--- config.mk ---
export PLATFORM = sky130hd
export DESIGN_NAME = wb_master_biu_flat
export DESIGN_NICKNAME = d
export VERILOG_FILES = /design/src/rtl/wb_master_biu_if.sv /design/src/rtl/wb_master_biu.sv /design/src/flat_wrapper.sv
export SDC_FILE = /design/constraint.sdc
export NUM_CORES = 1
export LEC_CHECK = 0
export ABC_AREA = 0
export BUFFER_PORTS_ARGS = -buffer_cell sky130_fd_sc_hd__buf_2
export CORE_UTILIZATION = 40
export CTS_CLUSTER_DIAMETER = 100
export DETAILED_ROUTE_END_ITERATION = 6
export PLACE_DENSITY = 0.61
export SLEW_MARGIN = 20
export SYNTH_ARGS = -nofsm -noshare
export SYNTH_HDL_FRONTEND = slang
export SYNTH_SLANG_ARGS = --single-unit
--- constraint.sdc ---
create_clock -name clk_i -period 2.6 [get_ports clk_i]
set_input_delay 0.26 -clock clk_i [delete_from_list [all_inputs] [get_ports clk_i]]
set_output_delay 0.26 -clock clk_i [all_outputs]
set_load 0.01 [all_outputs]
--- src/rtl/wb_master_biu_if.sv ---
// Core request/response and Wishbone B4 classic master signal bundle for wb_master_biu.
// The master modport is the BIU side; the slave modport is the core plus interconnect side.
interface wb_master_biu_if #(
  parameter int unsigned ADDR_WIDTH = 32,
  parameter int unsigned DATA_WIDTH = 32
);
  localparam int unsigned SelWidth = DATA_WIDTH / 8;

  logic                  req_valid_i;
  logic                  req_ready_o;
  logic [ADDR_WIDTH-1:0] req_addr_i;
  logic                  req_we_i;
  logic [1:0]            req_size_i;
  logic                  req_unsigned_i;
  logic [DATA_WIDTH-1:0] req_wdata_i;
  logic                  rsp_valid_o;
  logic [DATA_WIDTH-1:0] rsp_rdata_o;
  logic                  rsp_err_o;

  logic [ADDR_WIDTH-1:0] adr_o;
  logic [DATA_WIDTH-1:0] dat_o;
  logic                  we_o;
  logic                  cyc_o;
  logic                  stb_o;
  logic [SelWidth-1:0]   sel_o;
  logic [DATA_WIDTH-1:0] dat_i;
  logic                  ack_i;
  logic                  err_i;
  logic                  rty_i;

  modport master (
    input  req_valid_i, req_addr_i, req_we_i, req_size_i, req_unsigned_i, req_wdata_i,
    output req_ready_o, rsp_valid_o, rsp_rdata_o, rsp_err_o,
    output adr_o, dat_o, we_o, cyc_o, stb_o, sel_o,
    input  dat_i, ack_i, err_i, rty_i
  );

  modport slave (
    output req_valid_i, req_addr_i, req_we_i, req_size_i, req_unsigned_i, req_wdata_i,
    input  req_ready_o, rsp_valid_o, rsp_rdata_o, rsp_err_o,
    input  adr_o, dat_o, we_o, cyc_o, stb_o, sel_o,
    output dat_i, ack_i, err_i, rty_i
  );
endinterface

--- src/rtl/wb_master_biu.sv ---
// Wishbone B4 classic master BIU: one load/store in flight, lane steering, load extension,
// misalignment rejection, bounded retry on rty_i and a per-attempt bus timeout.
module wb_master_biu #(
  parameter int unsigned ADDR_WIDTH     = 32,
  parameter int unsigned DATA_WIDTH     = 32,
  parameter int unsigned SEL_WIDTH      = DATA_WIDTH / 8,
  parameter int unsigned MAX_RETRIES    = 3,
  parameter int unsigned TIMEOUT_CYCLES = 255
) (
  input logic             clk_i,
  input logic             rst_i,
  wb_master_biu_if.master bus
);
  localparam int unsigned OffWidth = $clog2(SEL_WIDTH);

  typedef enum logic [1:0] {StIdle, StBus, StRetry, StResp} state_e;

  state_e                r_state;
  logic                  r_ready;
  logic                  r_rsp_valid;
  logic                  r_rsp_err;
  logic [DATA_WIDTH-1:0] r_rsp_rdata;
  logic [ADDR_WIDTH-1:0] r_adr;
  logic [DATA_WIDTH-1:0] r_dat;
  logic [SEL_WIDTH-1:0]  r_sel;
  logic                  r_we;
  logic                  r_cyc;
  logic                  r_stb;
  logic                  r_req_we;
  logic [OffWidth-1:0]   r_off;
  logic [1:0]            r_size;
  logic                  r_uns;
  logic [3:0]            r_retry_cnt;
  logic [15:0]           r_tmo_cnt;

  logic [OffWidth-1:0]   w_req_off;
  logic [OffWidth-1:0]   w_size_mask;
  logic                  w_bad;
  logic [SEL_WIDTH-1:0]  w_sel_new;
  logic [DATA_WIDTH-1:0] w_dat_new;
  logic [DATA_WIDTH-1:0] w_rd_shift;
  logic [DATA_WIDTH-1:0] w_rd_mask;
  logic                  w_rd_sign;
  logic [DATA_WIDTH-1:0] w_rdata;
  logic                  w_retry_ok;
  logic                  w_tmo_hit;

  assign w_req_off = bus.req_addr_i[OffWidth-1:0];

  // Request decode: alignment check, byte lanes and store data steering.
  always_comb begin
    w_size_mask = '0;
    for (int k = 0; k < int'(OffWidth); k++) begin
      if (k < (1 << bus.req_size_i) - 1 + 1 && k < int'(bus.req_size_i)) w_size_mask[k] = 1'b1;
    end
    w_bad = ({30'd0, bus.req_size_i} > OffWidth) || ((w_req_off & w_size_mask) != '0);
    w_sel_new = '0;
    for (int b = 0; b < int'(SEL_WIDTH); b++) begin
      if (b < (1 << bus.req_size_i)) w_sel_new[b] = 1'b1;
    end
    w_sel_new = w_sel_new << w_req_off;
    w_dat_new = bus.req_wdata_i << {w_req_off, 3'b000};
  end

  // Load path: move the addressed lanes to bit 0, then zero- or sign-extend.
  always_comb begin
    w_rd_shift = bus.dat_i >> {r_off, 3'b000};
    w_rd_mask  = '0;
    w_rd_sign  = 1'b0;
    for (int b = 0; b < int'(SEL_WIDTH); b++) begin
      if (b < (1 << r_size)) w_rd_mask[b*8 +: 8] = 8'hFF;
      if (b == (1 << r_size) - 1) w_rd_sign = ~r_uns & w_rd_shift[b*8 + 7];
    end
    w_rdata = (w_rd_shift & w_rd_mask) | (w_rd_sign ? ~w_rd_mask : '0);
  end

  assign w_retry_ok = {28'd0, r_retry_cnt} < MAX_RETRIES;
  assign w_tmo_hit  = (TIMEOUT_CYCLES != 0) && ({16'd0, r_tmo_cnt} == TIMEOUT_CYCLES - 1);

  always_ff @(posedge clk_i or negedge rst_i) begin
    if (!rst_i) begin
      r_state     <= StIdle;
      r_ready     <= 1'b1;
      r_rsp_valid <= 1'b0;
      r_rsp_err   <= 1'b0;
      r_rsp_rdata <= '0;
      r_adr       <= '0;
      r_dat       <= '0;
      r_sel       <= '0;
      r_we        <= 1'b0;
      r_cyc       <= 1'b0;
      r_stb       <= 1'b0;
      r_req_we    <= 1'b0;
      r_off       <= '0;
      r_size      <= '0;
      r_uns       <= 1'b0;
      r_retry_cnt <= '0;
      r_tmo_cnt   <= '0;
    end else begin
      r_rsp_valid <= 1'b0;
      r_rsp_err   <= 1'b0;
      r_rsp_rdata <= '0;
      unique case (r_state)
        StIdle: begin
          if (bus.req_valid_i && r_ready) begin
            r_ready <= 1'b0;
            if (w_bad) begin
              r_state     <= StResp;
              r_rsp_valid <= 1'b1;
              r_rsp_err   <= 1'b1;
            end else begin
              r_state   <= StBus;
              r_adr     <= {bus.req_addr_i[ADDR_WIDTH-1:OffWidth], {OffWidth{1'b0}}};
              r_dat     <= w_dat_new;
              r_sel     <= w_sel_new;
              r_we      <= bus.req_we_i;
              r_req_we  <= bus.req_we_i;
              r_off     <= w_req_off;
              r_size    <= bus.req_size_i;
              r_uns     <= bus.req_unsigned_i;
              r_cyc     <= 1'b1;
              r_stb     <= 1'b1;
              r_tmo_cnt <= '0;
            end
          end
        end
        StBus: begin
          if (bus.ack_i || bus.err_i || (bus.rty_i && !w_retry_ok) || w_tmo_hit) begin
            r_state     <= StResp;
            r_cyc       <= 1'b0;
            r_stb       <= 1'b0;
            r_we        <= 1'b0;
            r_rsp_valid <= 1'b1;
            r_rsp_err   <= !bus.ack_i;
            r_rsp_rdata <= (bus.ack_i && !r_req_we) ? w_rdata : '0;
          end else if (bus.rty_i) begin
            r_state     <= StRetry;
            r_cyc       <= 1'b0;
            r_stb       <= 1'b0;
            r_we        <= 1'b0;
            r_retry_cnt <= r_retry_cnt + 4'd1;
          end else begin
            r_tmo_cnt <= r_tmo_cnt + 16'd1;
          end
        end
        StRetry: begin
          // Address, data and lanes were held; only the strobes come back.
          r_state   <= StBus;
          r_cyc     <= 1'b1;
          r_stb     <= 1'b1;
          r_we      <= r_req_we;
          r_tmo_cnt <= '0;
        end
        StResp: begin
          r_state     <= StIdle;
          r_ready     <= 1'b1;
          r_retry_cnt <= '0;
        end
        default: r_state <= StIdle;
      endcase
    end
  end

  assign bus.req_ready_o = r_ready;
  assign bus.rsp_valid_o = r_rsp_valid;
  assign bus.rsp_err_o   = r_rsp_err;
  assign bus.rsp_rdata_o = r_rsp_rdata;
  assign bus.adr_o       = r_adr;
  assign bus.dat_o       = r_dat;
  assign bus.sel_o       = r_sel;
  assign bus.we_o        = r_we;
  assign bus.cyc_o       = r_cyc;
  assign bus.stb_o       = r_stb;
endmodule

--- src/flat_wrapper.sv ---
// flat-port wrapper written by rule: the top's interface ports become plain ports
module wb_master_biu_flat 
#(
  parameter int unsigned ADDR_WIDTH     = 32,
  parameter int unsigned DATA_WIDTH     = 32,
  parameter int unsigned SEL_WIDTH      = DATA_WIDTH / 8,
  parameter int unsigned MAX_RETRIES    = 3,
  parameter int unsigned TIMEOUT_CYCLES = 255
)
  (clk_i, rst_i, bus_req_valid_i, bus_req_addr_i, bus_req_we_i, bus_req_size_i, bus_req_unsigned_i, bus_req_wdata_i, bus_req_ready_o, bus_rsp_valid_o, bus_rsp_rdata_o, bus_rsp_err_o, bus_adr_o, bus_dat_o, bus_we_o, bus_cyc_o, bus_stb_o, bus_sel_o, bus_dat_i, bus_ack_i, bus_err_i, bus_rty_i);
  wb_master_biu_if #(.ADDR_WIDTH(ADDR_WIDTH), .DATA_WIDTH(DATA_WIDTH)) bus_i ();
  input logic clk_i;
  input logic rst_i;
  input wire logic [$bits(bus_i.req_valid_i)-1:0] bus_req_valid_i;
  input wire logic [$bits(bus_i.req_addr_i)-1:0] bus_req_addr_i;
  input wire logic [$bits(bus_i.req_we_i)-1:0] bus_req_we_i;
  input wire logic [$bits(bus_i.req_size_i)-1:0] bus_req_size_i;
  input wire logic [$bits(bus_i.req_unsigned_i)-1:0] bus_req_unsigned_i;
  input wire logic [$bits(bus_i.req_wdata_i)-1:0] bus_req_wdata_i;
  output wire logic [$bits(bus_i.req_ready_o)-1:0] bus_req_ready_o;
  output wire logic [$bits(bus_i.rsp_valid_o)-1:0] bus_rsp_valid_o;
  output wire logic [$bits(bus_i.rsp_rdata_o)-1:0] bus_rsp_rdata_o;
  output wire logic [$bits(bus_i.rsp_err_o)-1:0] bus_rsp_err_o;
  output wire logic [$bits(bus_i.adr_o)-1:0] bus_adr_o;
  output wire logic [$bits(bus_i.dat_o)-1:0] bus_dat_o;
  output wire logic [$bits(bus_i.we_o)-1:0] bus_we_o;
  output wire logic [$bits(bus_i.cyc_o)-1:0] bus_cyc_o;
  output wire logic [$bits(bus_i.stb_o)-1:0] bus_stb_o;
  output wire logic [$bits(bus_i.sel_o)-1:0] bus_sel_o;
  input wire logic [$bits(bus_i.dat_i)-1:0] bus_dat_i;
  input wire logic [$bits(bus_i.ack_i)-1:0] bus_ack_i;
  input wire logic [$bits(bus_i.err_i)-1:0] bus_err_i;
  input wire logic [$bits(bus_i.rty_i)-1:0] bus_rty_i;
  assign bus_i.req_valid_i = bus_req_valid_i;
  assign bus_i.req_addr_i = bus_req_addr_i;
  assign bus_i.req_we_i = bus_req_we_i;
  assign bus_i.req_size_i = bus_req_size_i;
  assign bus_i.req_unsigned_i = bus_req_unsigned_i;
  assign bus_i.req_wdata_i = bus_req_wdata_i;
  assign bus_req_ready_o = bus_i.req_ready_o;
  assign bus_rsp_valid_o = bus_i.rsp_valid_o;
  assign bus_rsp_rdata_o = bus_i.rsp_rdata_o;
  assign bus_rsp_err_o = bus_i.rsp_err_o;
  assign bus_adr_o = bus_i.adr_o;
  assign bus_dat_o = bus_i.dat_o;
  assign bus_we_o = bus_i.we_o;
  assign bus_cyc_o = bus_i.cyc_o;
  assign bus_stb_o = bus_i.stb_o;
  assign bus_sel_o = bus_i.sel_o;
  assign bus_i.dat_i = bus_dat_i;
  assign bus_i.ack_i = bus_ack_i;
  assign bus_i.err_i = bus_err_i;
  assign bus_i.rty_i = bus_rty_i;
  wb_master_biu #(.ADDR_WIDTH(ADDR_WIDTH), .DATA_WIDTH(DATA_WIDTH), .SEL_WIDTH(SEL_WIDTH), .MAX_RETRIES(MAX_RETRIES), .TIMEOUT_CYCLES(TIMEOUT_CYCLES)) u_core (.clk_i(clk_i), .rst_i(rst_i), .bus(bus_i));
endmodule
---- After elaboration in Yosys (flattened, before gate mapping) ----
Cells that the tools add are included.
word-level totals
  memories ................................ 0
  flip-flop bits (word level) ............. 131
  bits in read-only memories .............. 0
  memory bits (writable) .................. 0
  output and inout bits ................... 106
  latch bits .............................. 0
  logic and storage cells ................. 134
operators by class
  equality and inequality tests ........... 13
  div/mod/pow operators ................... 0
  $mul .................................... 0
  bitwise operators ....................... 10
  shift-type cells ........................ 5
  magnitude comparators ................... 14
  $add $sub $neg .......................... 5
  multiplexer cells ....................... 47
  reductions and logical operators ........ 24
operators by type and width
  kind                     number
  $lt A3 B32 Y1 const A    4
  $mux W32                 4
  $lt A1 B32 Y1 const A    3
  $lt A2 B32 Y1 const A    3
  $eq A3 B32 Y1 const A    2
  $mux W16                 4
  $shl A1 B2 Y32 const A   2
  $sub A32 B2 Y32 const B  2
  $pmux W16 S3             1
  $add A32 B2 Y32 const B  1
  $and A32 B32 Y32         1
  $eq A2 B32 Y1 const A    1
  $logic_not A32 Y1        1
  $mux W8                  4
  $not A32 Y32             1
  $or A32 B32 Y32          1
  $shl A32 B5 Y32          1
  $shr A32 B5 Y32          1
  $mux W1                  21
  $add A16 B1 Y16 const B  1
  $eq A16 B8 Y1 const B    1
  $mux W2                  4
  $mux W4                  2
  $ne A2 B2 Y1 const B     4
  26 further kinds         48

---- Logic depth before layout (Yosys ltp) ----
Gate-level depths: netlist of the first run.
  word-level depth ........................ 12
  gate-level depth with buffers ........... 9
  gate-level depth less buffers ........... 7

---- Least setup slack after synthesis of the first run ----
No wires, ideal clock.
  path type ............................... register to register
  from .................................... register u_core.r_state[0]
  to ...................................... register u_core.r_adr[25] (netlist: u_core.bus.adr_o[25])
  path buffers ............................ 3
  setup slack ............................. 541 ps
  period minus slack after synthesis ...... 2059 ps
  data arrival time ....................... 1934 ps
  library setup time ...................... 125 ps
  cell stages (with the launch flop) ...... 9
  cells stage by stage .................... dfrtp_1 inv_1 ha_1 nand3_1 or3_1 clkbuf_1 buf_6 buf_6 mux2_4
on the way
  longest elaborated chain between the ends .. 2
RTL lines
  what                                RTL line              RTL
  start, declared                     wb_master_biu.sv:18   state_e r_state;
  start signal, assigned              wb_master_biu.sv:82   r_state <= StIdle;
  start signal, assigned              wb_master_biu.sv:108  r_state <= StResp;
  start signal, assigned              wb_master_biu.sv:112  r_state <= StBus;
  $logic_not A2 Y1                    wb_master_biu.sv:103  unique case (r_state)
  $reduce_and A3 Y1 (no source line)  --
  end signal, assigned                wb_master_biu.sv:113  r_adr <= {bus.req_addr_i[ADDR_WIDTH-1:OffWidth], {OffWidth{1'b0}}};
  end, declared                       wb_master_biu.sv:23   logic [ADDR_WIDTH-1:0] r_adr;
Every way passes these cells.
A chain may end at the register's enable or synchronous reset.

---- Worst setup path in the final report of the first run ----
  from .................................... register u_core.r_state[0]
  to ...................................... register u_core.r_adr[29] (netlist: u_core.bus.adr_o[29])
Same word-level chain as after synthesis.

==> results of run 1 <==
## power by group
part | leakage (nW) | total [mW] | internal, mW | switching [mW]
sequential | 1.71 | 3.18 | 2.76 | 0.420
combinational | 2.15 | 3.49 | 1.51 | 1.97
clock | 0.280 | 2.41 | 1.52 | 0.896
## layer usage
layer | part of all wire | GRT usage
met1 | 0.43 | 0.266
met2 | 0.48 | 0.366
met3 | 0.073 | 0.0756
met4 | 0.017 | 0.0657
met5 | 0.00057 | 0
## cell type report
cell class                 count  area, um2
fill                        1460       7550
tap                          216        270
sequential                   131       3280
inverter                      10       37.5
clock buffer                  21        480
multi-input combinational    429       2950
timing repair buffer         224       1190
clock inverter                10        124
## through the flow
| step | setup WS (ns) | cell area (um2) | utilization | std cells | power (mW) |
|---|---|---|---|---|---|
| floorplan | 0.541 | 6500 | - | 616 | 5.38 |
| global placement | 0.467 | 7720 | 0.486 | 1009 | 6.61 |
| detailed placement | 0.378 | 7720 | 0.486 | 1009 | 6.72 |
| CTS | 0.375 | 8340 | 0.525 | 1041 | 9.18 |
| global route | 0.225 | 8340 | 0.525 | 1041 | 9.70 |
| finish | 0.378 | 8340 | 0.525 | 1041 | 9.08 |
## kinds of logic after synthesis
family / after synthesis / share of synthesized area
and+or+nand+nor: 180 / 0.135
other: 1 / 0.000577
DFF: 131 / 0.505
muxes: 83 / 0.149
adders and majority gates: 8 / 0.0154
buffers and inverters: 56 / 0.0420
xor gates and xnor gates: 1 / 0.00135
AOI/OAI and AO/OA: 155 / 0.152
## how the worst min path moves through the flow
stage	depth (start not counted)	endpoint	slack (ns)	from
floorplan	0	u_core.bus.adr_o[10]$_DFFE_PN0P_	-0.04	rst_i
global placement	1	u_core.r_tmo_cnt[9]$_DFFE_PN0P_	0.24	rst_i
detailed placement	1	u_core.r_tmo_cnt[10]$_DFFE_PN0P_	0.24	rst_i
CTS	2	u_core.bus.adr_o[11]$_DFFE_PN0P_	0.06	bus_req_addr_i[11]
global route	2	u_core.bus.adr_o[2]$_DFFE_PN0P_	0.06	bus_req_addr_i[2]
finish	2	u_core.bus.adr_o[2]$_DFFE_PN0P_	0.08	bus_req_addr_i[2]
## worst max-delay path: cells and delay by family (launching register included)
kind | cells | cell delay (ns)
flops | 1 | 0.40
simple gates | 2 | 0.67
buf+inv | 2 | 0.42
mux | 1 | 0.31
fa+ha+maj | 1 | 0.28
## sequential cells by signal (all words and copies together) (netlist names), 2 cells and up
register / count
u_core.bus.rsp_rdata_o: 32
u_core.bus.dat_o: 32
u_core.r_size: 2
u_core.r_tmo_cnt: 16
u_core.bus.adr_o: 30
u_core.bus.sel_o: 4
u_core.r_retry_cnt: 4
u_core.r_off: 2
u_core.r_state: 2
## Yosys cell counts, drive strengths merged (5+ instances only)
master,n
nand3,10
a21oi,43
mux2,47
buf,24
ha,8
o211ai,7
dfrtp,130
nor2b,19
o31ai,10
clkbuf,22
nor3,12
mux2i,36
or4,5
o21a,10
or3,10
o21ai,37
inv,10
nor2,36
nand2,64
a211oi,30
==> impl_metrics.yaml, run 1 <==
worst_setup_path:
  worstRegToRegCells: 6
  crit_chain: "inv_1 > ha_1 > nand3_1 > or3_4 > buf_12 > mux2_4"
  critPathArrivalTime_ns: 2.51
  crit_path_end_kind: "flip-flop"
  crit_start: "u_core.r_state[0]$_DFFE_PN0P_"
  cp_max_fo: 43
  cp-start-kind: "flip-flop"
  r2r_start: "u_core.r_state[0]$_DFFE_PN0P_"
  slowest_stage: "or3_4"
  crit_end: "u_core.bus.adr_o[29]$_DFFE_PN0P_"
  critPathMaxStageDelay_ns: 0.55
  cp.required_ns: 2.89
  crit_type: "reg2reg"
  rrSetupSlack_ns: 0.38
  r2r_end: "u_core.bus.adr_o[29]$_DFFE_PN0P_"
yosys:
  syn-cell-area_um2: 6490
  ys_top_cells_by_area: "dfrtp_1, mux2i_1, mux2_2"
  netlist_instances: 615
  syn_avg_cell_area_um2: 10.6
  yosys.area.top_type: "dfrtp_1"
  synth_edf_count: 0
  synth_top_area_frac: 0.501
  yosysWarnings: 0
  synth-main-ff-cell: "dfrtp_1"
  async_flop_share: 1.00
  synth_cell_types: 54
  synth.ff_latch_count: 131
  ys_seq_area_frac: 0.505
layout:
  layout_commonest_cell: "buf_2"
  num_antenna_cells: 0
  nNetsFinal: 927
  areaGrowthSynthToFinish_pct: 28.3
  final_cell_mix: "buf_2, dfrtp_1, nand2_1"
  drive_gt1_frac: 0.376
global_routing:
  grt_pass1_vias: 5527
  grt_pass1_wl_mm: 28.2
  grt_use_total: 0.219
  overflow: 0
  antenna_found_initial: 1
  grt_max_degree: 52
pwr:
  irDropWorstVdd_mv: 0.466
  p_leak_nw: 4.13
  power_density_nw_per_um2: 1090
sta:
  hold_slack_ns: 0.0777
  setup_viol: 0
  period_share: 0.855
  tightest_slew_ns: 0.706
  clock-skew-final_ns: 0.00862
  rsz0062_at_grt: "no"
  slew_viol_final: 0
  period_needed_ns: 2.22
  hold_violations: 0
  max-slew-margin-rel: 0.529
  max_freq_ghz: 0.450
  tns_ns: 0
clock_tree:
  cts_made_buffers: 17
  cts_resized: 0
  clock_latency_ns: 0.41
  post_cts_buffers: 0
  clkSlewWorstSetupHoldPaths_ns: 0.06
  holdBufCountCts: 1
  cts_max_path_buffers: 2
  ctsRootBufferMaster: "clkbuf_16"
  htree_levels: 4
  cts_tree: "done"
  clock-sinks: 131
detailed_routing:
  drc_errors: 0
  routed_wl_mm: 17.6
  vias: 5468
  post_drt_wl_per_cell_um: 16.9
  vias_per_cell: 5.25
  ant_nets: 0
  first_pass_iters: 4
  drt_iter0_drc: 182
worst_hold_path:
  holdCritPathClass: "in2reg"
floorplan:
  dieWidth_um: 129
  die_h_um: 129
  io_pins: 212
  fp.dieArea_um2: 16800
  std_cell_rows: 46
  core-area_um2: 15900
  initial_core_util: 0.409
place:
  place.gp.congestion: 0.843
  io_buffers: 209
  dp_hpwl_mm: 13.0
run_status:
  outcome: "finished clean"
job:
  maxCapViolCount: 0
No activity file was read; power rests on OpenSTA's default activity.
==> run 2, diff against run 1 <==
==> constraint.sdc (replaced) <==
create_clock -name clk_i -period 2.6 [get_ports clk_i]
set_input_delay 0.52 -clock clk_i [delete_from_list [all_inputs] [get_ports clk_i]]
set_output_delay 0.52 -clock clk_i [all_outputs]
set_load 0.01 [all_outputs]
==> impl_metrics.yaml, run 2 (same netlist as run 1, synthesis figures left out) <==
run_status:
  outcome: "finished clean"
layout:
  num_antenna_cells: 0
  utilization: 0.523
  fin_area_um2: 8300
  nNetsFinal: 927
  final_cell_mix: "buf_2, dfrtp_1, nand2_1"
  layout_commonest_cell: "buf_2"
  drive_gt1_frac: 0.376
  areaGrowthSynthToFinish_pct: 27.8
worst_setup_path:
  cp_max_fo: 22
  crit_type: "reg2reg"
  critPathArrivalTime_ns: 2.69
  rrSetupSlack_ns: 0.25
  r2r_end: "u_core.r_tmo_cnt[9]$_DFFE_PN0P_"
  crit_start: "u_core.r_tmo_cnt[8]$_DFFE_PN0P_"
  r2r_start: "u_core.r_tmo_cnt[8]$_DFFE_PN0P_"
  cp-start-kind: "flip-flop"
  cp.required_ns: 2.94
  worstRegToRegCells: 5
  crit_path_end_kind: "flip-flop"
floorplan:
  std_cell_rows: 46
  initial_core_util: 0.409
  die_h_um: 129
  fp.dieArea_um2: 16800
  dieWidth_um: 129
  core-area_um2: 15900
  io_pins: 212
detailed_routing:
  vias: 5493
  drt_iter0_drc: 237
  routed_wl_mm: 17.5
  vias_per_cell: 5.28
  first_pass_iters: 4
  post_drt_wl_per_cell_um: 16.8
  ant_nets: 0
  drc_errors: 0
sta:
  tightest_slew_ns: 0.759
  max_freq_ghz: 0.426
  max-slew-margin-rel: 0.493
  hold_violations: 0
  clock-skew-final_ns: 0.00568
  rsz0062_at_grt: "no"
  period_share: 0.903
  tns_ns: 0
  slew_viol_final: 0
  period_needed_ns: 2.35
  setup_viol: 0
clock_tree:
  cts_made_buffers: 17
  post_cts_buffers: 0
  cts_tree: "done"
  cts_resized: 0
  cts_max_path_buffers: 2
  ctsRootBufferMaster: "clkbuf_16"
  clkSlewWorstSetupHoldPaths_ns: 0.06
  clock-sinks: 131
  clock_latency_ns: 0.42
  holdBufCountCts: 0
  htree_levels: 4
global_routing:
  overflow: 0
  grt_pass1_wl_mm: 27.7
  grt_max_degree: 83
  grt_use_total: 0.217
  grt_pass1_vias: 5399
  antenna_found_initial: 1
pwr:
  irDropWorstVdd_mv: 0.611
  p_leak_nw: 4.12
  power_density_nw_per_um2: 1090
place:
  place.gp.congestion: 0.853
  dp_hpwl_mm: 12.9
  dpl_cell_area_um2: 7720
  io_buffers: 209
job:
  maxCapViolCount: 0
worst_hold_path:
  holdCritPathClass: "in2async"
run 2: worst max-delay path by stage:
| stage | endpoint | slack (ns) | cells after the start |
|---|---|---|---|
| after floorplan | u_core.bus.adr_o[25]$_DFFE_PN0P_ | 0.54 | 8 |
| after global placement | u_core.r_tmo_cnt[15]$_DFFE_PN0P_ | 0.29 | 6 |
| after detailed placement | u_core.r_tmo_cnt[15]$_DFFE_PN0P_ | 0.21 | 6 |
| after CTS | u_core.r_tmo_cnt[9]$_DFFE_PN0P_ | 0.32 | 5 |
| after global routing | u_core.r_tmo_cnt[7]$_DFFE_PN0P_ | 0.009 | 5 |
| final | u_core.r_tmo_cnt[9]$_DFFE_PN0P_ | 0.25 | 5 |
run 2: layout make-up:
| class | instances | area (um2) |
|---|---|---|
| Fill cell | 1472 | 7580 |
| Sequential cell | 131 | 3280 |
| Multi-Input combinational cell | 429 | 2950 |
| Timing Repair Buffer | 224 | 1180 |
| Clock buffer | 20 | 457 |
| Tap cell | 216 | 270 |
| Clock inverter | 11 | 130 |
| Inverter | 10 | 37.5 |
run 2: stage by stage:
| stage | worst slack [ns] | hold WS (ns) | instances | total power, mW |
|---|---|---|---|---|
| after floorplan | 0.541 | 0.224 | 616 | 5.38 |
| after global placement | 0.293 | 0.463 | 1010 | 6.62 |
| after detailed placement | 0.209 | 0.462 | 1010 | 6.71 |
| after CTS | 0.321 | 0.138 | 1041 | 9.12 |
| after global routing | 0.00901 | 0.178 | 1041 | 9.61 |
| final | 0.253 | 0.122 | 1041 | 9.04 |
run 2: layer usage:
| metal | vias up | part of all wire | wire [um] | track usage |
|---|---|---|---|---|
| met5 | - | 0.00074 | 13 | 0 |
| li1 | 2605 | - | - | - |
| met3 | 27 | 0.075 | 1310 | 0.0656 |
| met4 | 2 | 0.022 | 378 | 0.0889 |
| met2 | 219 | 0.48 | 8400 | 0.357 |
| met1 | 2640 | 0.42 | 7370 | 0.266 |
run 2: where the power goes:
group          switching [mW]  total [mW]  internal, mW
registers               0.422        3.18          2.76
clock network           0.912        2.37          1.46
logic                    1.98        3.48          1.50
run 2: critical path, stage by stage, from the launching register on:
cell      delay [ns]
dfrtp_1         0.43
nor4_1          0.49
nand4_1         0.27
o211ai_2        0.67
o21ai_0         0.21
a21oi_1         0.18
